$ cat src/rtl/seg7_scan_ctrl.sv
// Multiplexed scan controller for DIGITS common-anode 7-segment digits sharing one decoder.
// A double-buffered value is committed only at frame boundaries; every slot opens with a blank phase.
module seg7_scan_ctrl #(
    parameter int DIGITS       = 4,
    parameter int REFRESH_DIV  = 1000,
    parameter int BLANK_CYCLES = 2
) (
    input  logic                  clk,
    input  logic                  rst,
    input  logic [4*DIGITS-1:0]   value,
    input  logic                  load,
    input  logic                  lz_en,
    output logic [3:0]            bcd,
    output logic [DIGITS-1:0]     an,
    output logic                  pending,
    output logic                  frame_done
);

    localparam int CNT_W = (REFRESH_DIV > 1) ? $clog2(REFRESH_DIV) : 1;
    localparam int IDX_W = (DIGITS > 1) ? $clog2(DIGITS) : 1;
    localparam logic [CNT_W-1:0] CNT_LAST  = CNT_W'(REFRESH_DIV - 1);
    localparam logic [CNT_W-1:0] CNT_BLANK = CNT_W'(BLANK_CYCLES);
    localparam logic [IDX_W-1:0] IDX_LAST  = IDX_W'(DIGITS - 1);

    typedef enum logic {BLANK, DRIVE} state_t;

    state_t                state;
    logic [CNT_W-1:0]      cnt;
    logic [IDX_W-1:0]      idx;
    logic [4*DIGITS-1:0]   disp;
    logic [4*DIGITS-1:0]   shadow;

    logic                  slot_end;
    logic                  frame_end;
    logic [CNT_W-1:0]      cnt_nxt;
    logic [IDX_W-1:0]      idx_nxt;
    logic [DIGITS-1:0]     blank_msk;
    logic [3:0]            nib_p0;
    logic [DIGITS-1:0]     an_p0;

    // Bit i set when digit i and every digit above it hold zero; digit 0 is never blanked.
    function automatic logic [DIGITS-1:0] lz_mask(input logic [4*DIGITS-1:0] v);
        logic [DIGITS-1:0] m;
        logic              zero_above;
        m          = '0;
        zero_above = 1'b1;
        for (int i = DIGITS - 1; i > 0; i--) begin
            zero_above = zero_above && (v[4*i +: 4] == 4'h0);
            m[i]       = zero_above;
        end
        return m;
    endfunction

    assign slot_end  = (cnt == CNT_LAST);
    assign frame_end = slot_end && (idx == IDX_LAST);
    assign cnt_nxt   = slot_end ? '0 : cnt + 1'b1;
    assign idx_nxt   = (idx == IDX_LAST) ? '0 : idx + 1'b1;
    assign blank_msk = lz_en ? lz_mask(disp) : '0;

    always_comb begin
        nib_p0 = 4'h0;
        an_p0  = '1;
        for (int i = 0; i < DIGITS; i++) begin
            if (idx == IDX_W'(i)) begin
                nib_p0 = disp[4*i +: 4];
                if (state == DRIVE && !blank_msk[i])
                    an_p0[i] = 1'b0;
            end
        end
    end

    // Output registers: everything seen at the pins lags the scan state by one cycle.
    always_ff @(posedge clk) begin
        if (rst) begin
            state      <= BLANK;
            cnt        <= '0;
            idx        <= '0;
            disp       <= '0;
            shadow     <= '0;
            pending    <= 1'b0;
            bcd        <= 4'h0;
            an         <= '1;
            frame_done <= 1'b0;
        end else begin
            cnt        <= cnt_nxt;
            state      <= (cnt_nxt < CNT_BLANK) ? BLANK : DRIVE;
            if (slot_end)
                idx <= idx_nxt;
            bcd        <= nib_p0;
            an         <= an_p0;
            frame_done <= frame_end;
            // A load landing on the boundary itself skips the shadow entirely.
            if (frame_end && load) begin
                disp    <= value;
                pending <= 1'b0;
            end else if (frame_end && pending) begin
                disp    <= shadow;
                pending <= 1'b0;
            end else if (load) begin
                shadow  <= value;
                pending <= 1'b1;
            end
        end
    end

endmodule

$ cat config.mk
export PLATFORM = sky130hd
export DESIGN_NAME = seg7_scan_ctrl
export DESIGN_NICKNAME = d
export VERILOG_FILES = /design/src/rtl/seg7_scan_ctrl.sv
export SDC_FILE = /design/constraint.sdc
export NUM_CORES = 1
export LEC_CHECK = 0
export ABC_AREA = 1
export CAP_MARGIN = 20
export CORE_MARGIN = 4
export CORE_UTILIZATION = 59
export CTS_CLUSTER_DIAMETER = 50
export DETAILED_ROUTE_END_ITERATION = 12
export PLACE_DENSITY = 0.93
export SYNTH_ARGS = -nofsm -noshare
export SYNTH_HDL_FRONTEND = slang
export SYNTH_SLANG_ARGS = --single-unit
$ cat constraint.sdc
create_clock -name clk -period 2.5 [get_ports clk]
set_input_delay 0.5 -clock clk [delete_from_list [all_inputs] [get_ports clk]]
set_output_delay 0.5 -clock clk [all_outputs]
set_load 0.05 [all_outputs]
==> qor.yml, run 1 <==
status: "finished clean"
cts_resized: 0
cp_cell_sequence: "ha_1 > nand2_2 > nor2_1 > nand2_1 > nor2_2 > nand2_4 > nor2_4 > buf_4 > o21ai_0 > a21oi_1"
ys_async_sr_fraction: 0
cts_tree: "yes"
place_area_sq_um: 2790
hold_viol: 0
route.vias.total: 2336
cts_max_path_buffers: 2
vdd_drop_max_mv: 0.399
drv_cap: 0
crit_slowest_cell: "dfxtp_1"
stdcell_area_sq_um: 2890
hold_start: "shadow[9]$_SDFFE_PP0P_"
ys_top_cells_by_count: "dfxtp_1, nand2_1, a21oi_1"
top_level_ports: 30
max_stage_delay_ps: 400
ys_ff_latch: 55
fill_cells: 315
drtPass1Iterations: 5
diodes: 0
drt-met1-wl_um: 2570
ff2ff_path_depth: 10
nets: 384
p_sw_w: 0.000383
r2r_end: "disp[0]$_SDFFE_PP0P_"
r2r_start: "cnt[0]$_SDFF_PP0_"
arrival_ps: 2290
routed-wl-met2_um: 2580
skew_ps: 9.12
fin_crit_ps: 2040
rsz0062_at_grt: "false"
grt_pass1_vias: 2109
core_sq_um: 4060
die_height_um: 73.1
avgSynthCellArea_sq_um: 7.44
syn-cell-area_sq_um: 2500
path_class: "reg -> reg"
dr.max_layer_used: "met4"
clkSinkCount: 55
synth.area.top_cells: "dfxtp_1, a21oi_1, nand3_1"
clockPowerShare: 0.329
io_buffers: 29
via_per_inst: 5.70
min_path_type: "reg -> reg"
cts_made_buffers: 5
synth.net_count: 361
wl_met3_um: 436
seqPwrFrac: 0.580
r2r_setup_slack_ps: 460
yosysSeqAreaShare: 0.440
hold-path-endpoint: "shadow[9]$_SDFFE_PP0P_"
p_comb_frac: 0.091
hold_depth: 2
die_x_um: 73.1
dieArea_sq_um: 5340
max_slew.worst_pin.slew_ps: 787
synth-edff-count: 0
root_buffer: "clkbuf_8"
worstSetupEndpointType: "flop"
grt_pass1_wl_um: 9570
internal_power_w: 0.00119
drive_gt1_frac: 0.0778
synth_most_common_cell: "dfxtp_1"
wl_um: 5720
crit_family: "simple AND/OR/NAND/NOR gates"
fp-row-count: 23
yosysWarnings: 0
syn_inst: 336
p_sw_frac: 0.244
cp_num_buf_inv: 1
routabilityCongestion: 0.860
wire_per_inst_um: 14.0
grt_usage: 0.231
finalCritPeriodShare: 0.816
grt_max_degree: 33
yosys.area.top_type: "dfxtp_1"
cts.hold.buffers_added: 0
powerDensity_nw_per_um2: 543
slew_viol_final: 0
synth_top_area_share: 0.440
antenna_found_initial: 0
drc: 0
timing.setup.tns_ps: 0
grt_overflow: 0
area_growth_pct: 15.7
max_freq_mhz: 490
clock_latency_ps: 320
ant_nets: 0
p_leak_nw: 1.18
clkSlewWorstSetupHoldPaths_ps: 100
postCtsSetupBuffers: 0
hpwl_um: 3820
relSlewSlack: 0.475
final-setup-viol-count: 0
cp.required_ps: 2750
ys_types: 28
synthFlopType: "dfxtp_1"
start_util: 0.616
drt_iter0_drc: 330
cp_max_fo: 32
htreeDepth: 2
startpoint_type: "flop"
==> placed cells by master, fill, tap and decap left out, types with 2 or more instances in the layout <==
| cell | instances |
|---|---|
| nand2_1 | 45 |
| nor2_4 | 2 |
| nor3_1 | 3 |
| o21ai_0 | 30 |
| inv_1 | 32 |
| a21oi_1 | 40 |
| nand2_4 | 2 |
| a21oi_2 | 7 |
| buf_4 | 5 |
| dfxtp_1 | 55 |
| clkdlybuf4s50_1 | 29 |
| o21ai_1 | 24 |
| nand3_1 | 35 |
| nor2_1 | 27 |
| clkbuf_8 | 6 |
| nor2_2 | 2 |
| o21bai_1 | 2 |
| ha_1 | 5 |
==> logic make-up after synthesis <==
family,synth area share
adder cells (fa/ha/maj),0.0250
flip-flops,0.440
buffers and inverters,0.0871
AND/OR/NAND/NOR,0.219
AO/OA/AOI/OAI,0.222
XOR/XNOR,0.00701
==> worst max path at each step <==
| stage | startpoint | end | slack, ps | cells after the start |
|---|---|---|---|---|
| after floorplan | cnt[0]$_SDFF_PP0_ | disp[11]$_SDFFE_PP0P_ | 990 | 10 |
| after global placement | load | disp[1]$_SDFFE_PP0P_ | 410 | 4 |
| after detailed placement | load | disp[1]$_SDFFE_PP0P_ | 370 | 4 |
| after CTS | cnt[0]$_SDFF_PP0_ | disp[0]$_SDFFE_PP0P_ | 470 | 10 |
| after global routing | cnt[0]$_SDFF_PP0_ | disp[1]$_SDFFE_PP0P_ | 230 | 10 |
| final | cnt[0]$_SDFF_PP0_ | disp[0]$_SDFFE_PP0P_ | 460 | 10 |
==> layer usage <==
metal / GRT usage / up-vias
met5: 0 / -
met4: 0.0984 / 0
met3: 0.0579 / 13
met2: 0.357 / 110
met1: 0.304 / 1047
li1: - / 1166
==> metrics by stage <==
step	utilization	total power (W)	worst slack (ps)	hold WS, ps	cells
after floorplan	-	0.00101	988	442	336
after global placement	0.688	0.00107	405	456	402
after detailed placement	0.688	0.00107	370	466	402
after CTS	0.713	0.00158	465	479	410
after global routing	0.713	0.00163	231	504	410
final	0.713	0.00157	460	480	410
==> final cells by class <==
| type | instances | area, sq um | share of cell area |
|---|---|---|---|
| repair buffers | 34 | 328 | 0.113 |
| multi-input cells | 231 | 1180 | 0.408 |
| clock buffers | 6 | 82.6 | 0.0286 |
| clock inverters | 2 | 16.3 | 0.00563 |
| flip-flops and latches | 55 | 1100 | 0.381 |
| well taps | 50 | 62.6 | 0.0216 |
| inverters | 32 | 120 | 0.0415 |
==> power groups by stage <==
stage	combinational (W)	clock, W	sequential (W)
2_1_floorplan	0.0000745	0	0.000937
3_3_place_gp	0.000137	0	0.000930
3_5_place_dp	0.000140	0	0.000931
4_1_cts	0.000141	0.000527	0.000911
5_1_grt	0.000156	0.000561	0.000914
6_report	0.000142	0.000518	0.000911
==> state kept, by name, summed over array words and instances, names as in the netlist <==
name,cells
an,4
bcd,4
cnt,10
disp,16
frame_done,1
idx,2
pending,1
shadow,16
state,1
==> worst register-to-register path, delay by kind of cell, from the launching register on <==
family / cells / cell delay [ps]
AOI/OAI and AO/OA: 2 / 290
DFF: 1 / 400
adders and majority gates: 1 / 230
and+or+nand+nor: 6 / 730
buffers and inverters: 1 / 340
(Power assumes the default switching activity.)
==> inputs of run 2 (changes only) <==
--- a/config.mk
+++ b/config.mk
@@ -8,10 +8,10 @@
 export ABC_AREA = 1
 export CAP_MARGIN = 20
 export CORE_MARGIN = 4
-export CORE_UTILIZATION = 59
+export CORE_UTILIZATION = 50
 export CTS_CLUSTER_DIAMETER = 50
 export DETAILED_ROUTE_END_ITERATION = 12
-export PLACE_DENSITY = 0.93
+export PLACE_DENSITY = 0.85
 export SYNTH_ARGS = -nofsm -noshare
 export SYNTH_HDL_FRONTEND = slang
 export SYNTH_SLANG_ARGS = --single-unit
==> constraint.sdc (replaced) <==
create_clock -name clk -period 1.8 [get_ports clk]
set_input_delay 0.36 -clock clk [delete_from_list [all_inputs] [get_ports clk]]
set_output_delay 0.36 -clock clk [all_outputs]
set_load 0.05 [all_outputs]
==> qor.yml, run 2 (synthesized netlist as in run 1, its figures left out) <==
status: "finished clean"
r2r_setup_slack_ps: 190  # -270 ps
clock_latency_ps: 310  # about the same
core_sq_um: 4790  # +18%
clkSinkCount: 55  # unchanged
fin_crit_ps: 1610  # -431 ps
wire_per_inst_um: 12.6  # -9.9%
ant_nets: 0  # unchanged
seqCellArea_sq_um: 1100  # +0.11%
max_freq_mhz: 621  # +27%
drv_cap: 0  # unchanged
start_util: 0.522  # -0.0937
powerDensity_nw_per_um2: 775  # +43%
cp_cell_sequence: "ha_2 > nand2_2 > nor2_1 > nand2_1 > nor2_2 > nand2_4 > nor2_4 > buf_12 > o21ai_0 > a21oi_1"
p_leak_nw: 1.23  # +4.4%
reg_top3: "disp (16), shadow (16), cnt (10)"
cp_max_fo: 32  # unchanged
finalPower_w: 0.00230  # +47%
startpoint_type: "flop"
die_x_um: 78.7  # +7.7%
worstSetupEndpointType: "flop"
final_cell_mix: "dfxtp_1, nand2_1, a21oi_1, nand3_1, inv_1"
arrival_ps: 1860  # -430 ps
io_buffers: 29  # unchanged
nets: 391  # +1.8%
min_path_type: "reg -> reg"
finalCritPeriodShare: 0.894  # +0.0782
hpwl_um: 3950  # +3.6%
grt_pass1_wl_um: 9250  # -3.3%
dieArea_sq_um: 6200  # +16%
antenna_found_initial: 0  # unchanged
cts_tree: "yes"
path_class: "reg -> reg"
p_comb_frac: 0.088  # -0.003
fp-row-count: 25  # +8.7%
hold_viol: 0  # unchanged
grt_pass1_vias: 2060  # -2.3%
htreeDepth: 2  # unchanged
fill_cells: 436  # +38%
internal_power_w: 0.00176  # +48%
cts_made_buffers: 5  # unchanged
drive_gt1_frac: 0.128  # +0.0503
crit_slowest_cell: "dfxtp_1"
grt_max_degree: 33  # unchanged
routabilityCongestion: 0.836  # -2.8%
route.vias.total: 2274  # -2.7%
whs_ps: 448  # -32.7 ps
relSlewSlack: 0.646  # +0.171
layout_commonest_cell: "dfxtp_1"
max_slew.worst_pin.slew_ps: 530  # -256 ps
skew_ps: 11.3  # +2.23 ps
slew_viol_final: 0  # unchanged
multi_input_comb_area_sq_um: 1180  # +0.21%
diodes: 0  # unchanged
die_height_um: 78.7  # +7.7%
area_growth_pct: 18.9
final-setup-viol-count: 0  # unchanged
cp.required_ps: 2050  # -700 ps
clockPowerShare: 0.363  # +0.034
max_stage_delay_ps: 370  # -30 ps
root_buffer: "clkbuf_8"
top_level_ports: 30  # unchanged
p_sw_frac: 0.236  # -0.00810
seqPwrFrac: 0.549  # -0.031
cts_max_path_buffers: 2  # unchanged
wl_um: 5460  # -4.6%
p_sw_w: 0.000543  # +42%
clkSlewWorstSetupHoldPaths_ps: 100  # about the same
via_per_inst: 5.24  # -8.0%
drtPass1Iterations: 4  # -1
vdd_drop_max_mv: 0.434  # +8.6%
postCtsSetupBuffers: 0  # unchanged
grt_usage: 0.187  # -0.0430
grt_overflow: 0  # unchanged
drt_iter0_drc: 217  # -34%
drc: 0  # unchanged
-- run 2: path summary, 6_finish.rpt --
kind | depth (start not counted) | start | end
max | 10 | cnt[1]$_SDFF_PP0_ | disp[0]$_SDFFE_PP0P_
min | 1 | cnt[0]$_SDFF_PP0_ | cnt[0]$_SDFF_PP0_
max reg2reg | 10 | cnt[1]$_SDFF_PP0_ | disp[0]$_SDFFE_PP0P_
min reg2reg | 1 | cnt[0]$_SDFF_PP0_ | cnt[0]$_SDFF_PP0_
-- run 2: area by class of cell --
class | instances | share of cell area
well taps | 67 | 0.0282
repair buffers | 41 | 0.124
clock buffers | 5 | 0.0231
flip-flops and latches | 55 | 0.371
clock inverters | 3 | 0.0156
multi-input cells | 231 | 0.398
inverters | 32 | 0.0404
-- run 2: critical path: cells and delay by family (launching register included) --
kind	cells	cell delay, ps
flops	1	370
compound gates	2	230
buf+inv	1	190
simple gates	6	530
fa+ha+maj	1	220
-- run 2: power by group through the flow --
stage | logic [W] | clock network [W] | registers [W]
3_5_place_dp | 0.000203 | 0 | 0.00129
5_1_grt | 0.000226 | 0.000914 | 0.00127
4_1_cts | 0.000203 | 0.000853 | 0.00126
3_3_place_gp | 0.000196 | 0 | 0.00129
6_report | 0.000203 | 0.000836 | 0.00126
2_1_floorplan | 0.000103 | 0 | 0.00130
-- run 2: per-stage QoR --
step / std cells / util / TNS (ps) / instance area (sq um) / setup WS [ps]
finish: 434 / 0.621 / 0 / 2970 / 190
global route: 434 / 0.621 / -6.03 / 2970 / -6.03
CTS: 434 / 0.620 / 0 / 2970 / 134
detailed placement: 426 / 0.596 / 0 / 2850 / 149
global placement: 426 / 0.596 / 0 / 2850 / 196
floorplan: 336 / - / 0 / 2500 / 288
-- run 2: timing repair --
action                                 in CTS  in global routing
hold buffers                                0                  0
setup endpoints to repair                   0                  4
endpoints found under the hold margin       0                  0
gates resized for setup                     0                  2
-- run 2: routing by layer --
metal / track usage / part of all wire / vias up
met1: 0.254 / 0.48 / 1031
met4: 0.0822 / 0.018 / 0
met5: 0 / 0 / -
met3: 0.0329 / 0.050 / 9
li1: - / - / 1178
met2: 0.293 / 0.45 / 56
